<file path="src/rtl/ysyx_24080006_hazard_ctrl.sv">
// ysyx_24080006_hazard_ctrl
//
// In-order issue and flush controller. Tracks pending register writes in a
// per-register scoreboard and counts issued-but-not-retired instructions.
// Issue from ID to EX is blocked on RAW/WAW hazards, when the in-flight
// counter is full, or while a redirect or fence.i is being handled. The block
// also sequences EX-stage redirects and the fence.i procedure:
// drain the pipeline, invalidate the icache, then refetch.
//
// Ports:
//   clock, reset           core clock, asynchronous active-high reset
//   id_*                   decoded instruction in ID and its register usage
//   id_issue_ready         issue permitted (combinational)
//   wb_*                   retirement of one instruction and its rd write
//   redirect_req           EX-stage control-flow redirect
//   fencei_req             fence.i waiting in ID
//   lsu_idle               no outstanding LSU/AXI transaction
//   icache_flush_done      icache invalidate complete
//   pipe_flush             kill IF/ID contents and refetch
//   icache_flush_req       level request to invalidate the icache
//   fencei_done            one-cycle pulse when fence.i completes
//   inflight               issued-but-not-retired count
//
// Build option:
//   YSYX_24080006_WB_BYPASS_EN  when defined, a scoreboard bit being cleared
//   by this cycle's writeback is treated as already clear, and a full
//   in-flight counter with a concurrent writeback is not treated as full.
//
// state    | meaning
// ---------+--------------------------------------------------------------
// RUN      | normal issue
// DRAIN    | fence.i seen, waiting for in-flight work and LSU to go idle
// ICFLUSH  | icache invalidate requested, waiting for completion
// REDIRECT | one-cycle pipe flush; fencei_done when ending a fence.i

module ysyx_24080006_hazard_ctrl #(
    parameter int REG_WIDTH = 4,
    parameter int CNT_W     = 3
) (
    input  logic                 clock,
    input  logic                 reset,
    input  logic                 id_valid,
    input  logic [REG_WIDTH-1:0] id_rs1_addr,
    input  logic                 id_rs1_used,
    input  logic [REG_WIDTH-1:0] id_rs2_addr,
    input  logic                 id_rs2_used,
    input  logic [REG_WIDTH-1:0] id_rd_addr,
    input  logic                 id_rd_we,
    output logic                 id_issue_ready,
    input  logic                 wb_valid,
    input  logic                 wb_we,
    input  logic [REG_WIDTH-1:0] wb_rd_addr,
    input  logic                 redirect_req,
    input  logic                 fencei_req,
    input  logic                 lsu_idle,
    input  logic                 icache_flush_done,
    output logic                 pipe_flush,
    output logic                 icache_flush_req,
    output logic                 fencei_done,
    output logic [CNT_W-1:0]     inflight
);

    localparam int               NREG    = 2 ** REG_WIDTH;
    localparam logic [CNT_W-1:0] CNT_MAX = {CNT_W{1'b1}};

    typedef enum logic [1:0] {
        S_RUN,
        S_DRAIN,
        S_ICFLUSH,
        S_REDIRECT
    } state_e;

    state_e            state_q, state_d;
    logic              fence_q, fence_d;
    logic [NREG-1:0]   pend_q, pend_d;
    logic [CNT_W-1:0]  inflight_q, inflight_d;

    logic [NREG-1:0]   wb_clr;
    logic [NREG-1:0]   iss_set;
    logic [NREG-1:0]   pend_eff;
    logic              cnt_full;
    logic              hazard;
    logic              issue;

    // x0 is never marked pending, so bit 0 of the scoreboard stays 0 and
    // x0 operands can never produce a hazard.
    always_comb begin
        wb_clr = '0;
        if (wb_valid && wb_we && (wb_rd_addr != '0)) begin
            wb_clr[wb_rd_addr] = 1'b1;
        end
    end

    always_comb begin
        iss_set = '0;
        if (issue && id_rd_we && (id_rd_addr != '0)) begin
            iss_set[id_rd_addr] = 1'b1;
        end
    end

`ifdef YSYX_24080006_WB_BYPASS_EN
    assign pend_eff = pend_q & ~wb_clr;
    assign cnt_full = (inflight_q == CNT_MAX) && !wb_valid;
`else
    assign pend_eff = pend_q;
    assign cnt_full = (inflight_q == CNT_MAX);
`endif

    assign hazard = (id_rs1_used && pend_eff[id_rs1_addr]) ||
                    (id_rs2_used && pend_eff[id_rs2_addr]) ||
                    (id_rd_we    && pend_eff[id_rd_addr]);

    assign id_issue_ready = (state_q == S_RUN) && !hazard && !cnt_full &&
                            !redirect_req && !fencei_req;

    assign issue = id_valid && id_issue_ready;

    // Set wins over clear when the same rd issues and retires together.
    assign pend_d = (pend_q & ~wb_clr) | iss_set;

    always_comb begin
        inflight_d = inflight_q;
        case ({issue, wb_valid})
            2'b10:   inflight_d = inflight_q + CNT_W'(1);
            2'b01:   if (inflight_q != '0) inflight_d = inflight_q - CNT_W'(1);
            default: inflight_d = inflight_q;
        endcase
    end

    always_comb begin
        state_d = state_q;
        fence_d = fence_q;
        case (state_q)
            S_RUN: begin
                if (redirect_req)    state_d = S_REDIRECT;
                else if (fencei_req) state_d = S_DRAIN;
            end
            S_DRAIN: begin
                if (redirect_req) begin
                    state_d = S_REDIRECT;
                end else if ((inflight_q == '0) && lsu_idle) begin
                    state_d = S_ICFLUSH;
                end
            end
            S_ICFLUSH: begin
                // Pipeline is empty here, so no redirect can be pending.
                if (icache_flush_done) begin
                    state_d = S_REDIRECT;
                    fence_d = 1'b1;
                end
            end
            S_REDIRECT: begin
                state_d = S_RUN;
                fence_d = 1'b0;
            end
            default: begin
                state_d = S_RUN;
                fence_d = 1'b0;
            end
        endcase
    end

    always_ff @(posedge clock or posedge reset) begin
        if (reset) begin
            state_q    <= S_RUN;
            fence_q    <= 1'b0;
            pend_q     <= '0;
            inflight_q <= '0;
        end else begin
            state_q    <= state_d;
            fence_q    <= fence_d;
            pend_q     <= pend_d;
            inflight_q <= inflight_d;
        end
    end

    assign pipe_flush       = (state_q == S_REDIRECT);
    assign fencei_done      = (state_q == S_REDIRECT) && fence_q;
    assign icache_flush_req = (state_q == S_ICFLUSH);
    assign inflight         = inflight_q;

endmodule

</file>
<file path="config.mk">
export PLATFORM = sky130hd
export DESIGN_NAME = ysyx_24080006_hazard_ctrl
export DESIGN_NICKNAME = d
export VERILOG_FILES = /design/src/rtl/ysyx_24080006_hazard_ctrl.sv
export SDC_FILE = /design/constraint.sdc
export NUM_CORES = 1
export LEC_CHECK = 0
export CORE_ASPECT_RATIO = 1.25
export CORE_MARGIN = 10
export CORE_UTILIZATION = 40
export CTS_CLUSTER_DIAMETER = 60
export DETAILED_ROUTE_END_ITERATION = 16
export PLACE_DENSITY = 0.73
export SYNTH_ARGS = -nofsm -noshare
export SYNTH_HDL_FRONTEND = slang
export SYNTH_SLANG_ARGS = --single-unit
</file>
<file path="constraint.sdc">
create_clock -name clock -period 4.7 [get_ports clock]
set_input_delay 1.41 -clock clock [delete_from_list [all_inputs] [get_ports clock]]
set_output_delay 1.41 -clock clock [all_outputs]
set_load 0.02 [all_outputs]
</file>
==> summary.md <==
| Metric | Value |
|---|---|
| Ys Warns | `0` |
| Total Routed Length | `4720 um` |
| Sequential fraction of the synthesis area | `0.311` |
| EDFF count, synth | `0` |
| Cell Area, Synth | `0.00177 mm2` |
| Syn_nets | `219` |
| DRT Pass-1 Iters | `4` |
| Clock latency on the worst-skew pair | `0.27 ns` |
| Input/output buffers | `34` |
| CTS Buf Count | `3` |
| Setup crit end kind | `primary output` |
| Main flop type after synthesis | `dfrtp_1` |
| Largest net degree at the start of global routing | `23` |
| Switching part of the total power | `0.380` |
| Sw power | `292 uW` |
| Setup slack after layout | `0.0996 ns` |
| LEAKAGE | `0.984 nW` |
| Final critical-path share of the clock period | `0.979` |
| Gr usage total | `0.130` |
| Area grow syn2layout | `29.6%` |
| H-tree depth | `1` |
| CP Data Required Time | `3.29 ns` |
| Synth async-reset ratio | `1.00` |
| Min-Delay Path Class | `reg -> reg` |
| Post-DRT Antenna Nets | `0` |
| Max-slew violation count | `0` |
| Clock Tree Buf Depth | `2` |
| DP Worst Slack | `-0.555 ns` |
| CTS tree | `built` |
| CP arrival | `3.19 ns` |
| Non-Filler Instances | `288` |
| Initial antenna violation count | `0` |
| Slew headroom | `0.408` |
| Syn_area_per_cell | `9.52 um2` |
| Sequential share of power | `0.349` |
| Commonest cells after routing, fill and taps aside | `clkdlybuf4s50_1 (28), dfrtp_1 (22), o21ai_0 (19)` |
| DR vias | `1631` |
| CP max-delay cell | `clkdlybuf4s50_1` |
| Synth top area share | `0.311` |
| WL/cell | `16.4 um` |
| Maximum VDD drop | `0.000196 V` |
| Maximum clock rate | `0.217 GHz` |
| Worst Max-Slew Pin Slew | `0.887 ns` |
| RSZ-0062 raised after global routing | `no` |
| Status | `finished, final reports clean` |
| Num ports | `35` |
| Startpoint types | `input pin` |
| Part of the power in the clock network | `0.182` |
| Cell repeated most along the worst path | `buf_4` |
| Worst-path clk slew | `0.09 ns` |
| Comb pwr share | `0.469` |
| Sink Count | `22` |
| Placed cells | `284` |
| Core Region | `0.00436 mm2` |
| Vias per inst | `approximately 5.7` |
| Antenna cell count | `0` |
| Largest area contributor in the netlist | `dfrtp_1` |
| Maxcap violations | `0` |
| Top cells by area, synth | `dfrtp_1 (31%), mux2i_1 (9.6%), o31ai_1 (6.4%)` |
| Pwr/cell area | `approximately 340 mW/mm2` |
| DRC | `0` |
| Share of layout cells above drive strength 1 | `0.157` |
| Die Y | `94.4 um` |
| Final hold violation count | `0` |
| Flops & latches, synth | `22` |
| Std cell rows | `27` |
| Die X | `79.5 um` |
| Largest stage delay on the critical path | `between 0.4 and 0.5 ns` |
| Gp weighted congestion | `around 0.9` |
| Worst-path fanout max | `6` |
| Starting density of the core | `0.406` |
| Setup violations, final | `0` |
| First-pass GRT wire length | `~8000 um` |
| Hold buffer count at CTS | `0` |
| Cells after synthesis | `roughly 190` |
| DRT iter0 DRCs | `118` |
| Clk_skew | `0.0128 ns` |
| P_int | `477 uW` |
| Die area | `0.00750 mm2` |
| Nets@finish | `around 260` |
| Root Buffer Master | `clkbuf_8` |
| Total grt overflow | `0` |
| Yosys cell types | `42` |
| Most common cell after layout, fill and taps aside | `clkdlybuf4s50_1` |
| Tmin final | `~4.6 ns` |
| Critical-path cell list | `clkdlybuf4s50_1 -> buf_4 -> mux2i_1 -> a22oi_1 -> nand3_1 -> nand4_4 -> or3_4 -> inv_1 -> buf_4` |
| DP HPWL | `~3700 um` |
| Vias in the first global route | `1701` |
| CP Class | `in -> out` |
## state kept, by name, summed over array words and instances, names as in the netlist
name,flops
fence_q,1
inflight,3
pend_eff,16
state_q,2
## per-layer routing
metal | global-route usage | up-vias | share of wire
li1 | - | 782 | -
met2 | 0.228 | 50 | 0.50
met1 | 0.157 | 791 | 0.44
met4 | 0.0464 | 0 | 0.017
met5 | 0 | - | 0
met3 | 0.0171 | 8 | 0.043
## timing repair
item | in CTS | in global routing
setup buffers | 0 | 0
setup endpoints to repair | 1 | 1
gates resized for setup | 10 | 2
## layout make-up
| type | count | area (um2) |
|---|---|---|
| well taps | 58 | 72.6 |
| repair buffers | 50 | 459 |
| multi-input cells | 146 | 1130 |
| clock buffers | 4 | 55.1 |
| flip-flops and latches | 22 | 551 |
| inverters | 8 | 30.0 |
| fillers | 399 | 2060 |
## per-stage QoR
| step | cell area [um2] | power, mW | util | TNS, ns | hold WS [ns] |
|---|---|---|---|---|---|
| after global routing | 2290 | 0.822 | 0.527 | 0 | 0.477 |
| after detailed placement | 2230 | 0.636 | 0.512 | -0.555 | 0.447 |
| after floorplan | 1770 | 0.500 | - | 0 | 0.465 |
| final | 2290 | 0.769 | 0.527 | 0 | 0.460 |
| after global placement | 2230 | 0.626 | 0.512 | -0.558 | 0.433 |
| after CTS | 2290 | 0.773 | 0.525 | 0 | 0.466 |
## path summary, 6_finish.rpt
check | from | slack [ns] | cells past startpoint | to
worst max-delay path | id_rs1_addr[2] | 0.1 | 9 | id_issue_ready
worst min register to register | pend_eff[0]$_DFF_PP0_ | 0.46 | 0 | pend_eff[0]$_DFF_PP0_
worst min-delay path | pend_eff[0]$_DFF_PP0_ | 0.46 | 0 | pend_eff[0]$_DFF_PP0_
min in group asynchronous | reset | 1.63 | 2 | pend_eff[3]$_DFF_PP0_
worst max register to register | state_q[0]$_DFFE_PP0P_ | 1.72 | 12 | inflight[1]$_DFFE_PP0P_
max in group asynchronous | reset | 2.52 | 2 | state_q[0]$_DFFE_PP0P_
## power groups by stage
stage / Combinational, mW / Sequential (mW) / Clock (mW)
2_1_floorplan: 0.225 / 0.275 / 0
3_3_place_gp: 0.355 / 0.272 / 0
5_1_grt: 0.399 / 0.276 / 0.148
4_1_cts: 0.366 / 0.268 / 0.139
3_5_place_dp: 0.364 / 0.273 / 0
6_report: 0.361 / 0.269 / 0.140
## cell usage after synthesis (2+ instances only)
library cell	count
nand2_1	6
a21oi_1	5
mux2i_1	17
a22oi_1	4
nand2b_1	7
or3_1	2
nand3b_1	4
inv_1	8
clkbuf_1	4
nand3_1	12
o21ai_0	19
nor2b_1	9
dfrtp_1	22
ha_1	4
nor2_1	15
mux4_1	2
mux4_2	3
nand4_1	2
o31ai_1	15
buf_6	4
## logic make-up (layout without fill, tap and decap cells)
group | after synthesis | count (layout) | share of synthesized area
simple gates | 66 | 66 | 0.225
compound gates | 51 | 51 | 0.189
mux | 23 | 23 | 0.172
flops | 22 | 22 | 0.311
buf+inv | 18 | 62 | 0.0579
fa+ha+maj | 5 | 5 | 0.0396
xor+xnor | 1 | 1 | 0.00495
## worst max-delay path: cells and delay by family
kind / cells / cell delay (ns)
buffers and inverters: 4 / 0.81
AO/OA/AOI/OAI: 1 / 0.09
AND/OR/NAND/NOR: 3 / 0.64
multiplexers: 1 / 0.22
(Power assumes the default switching activity.)
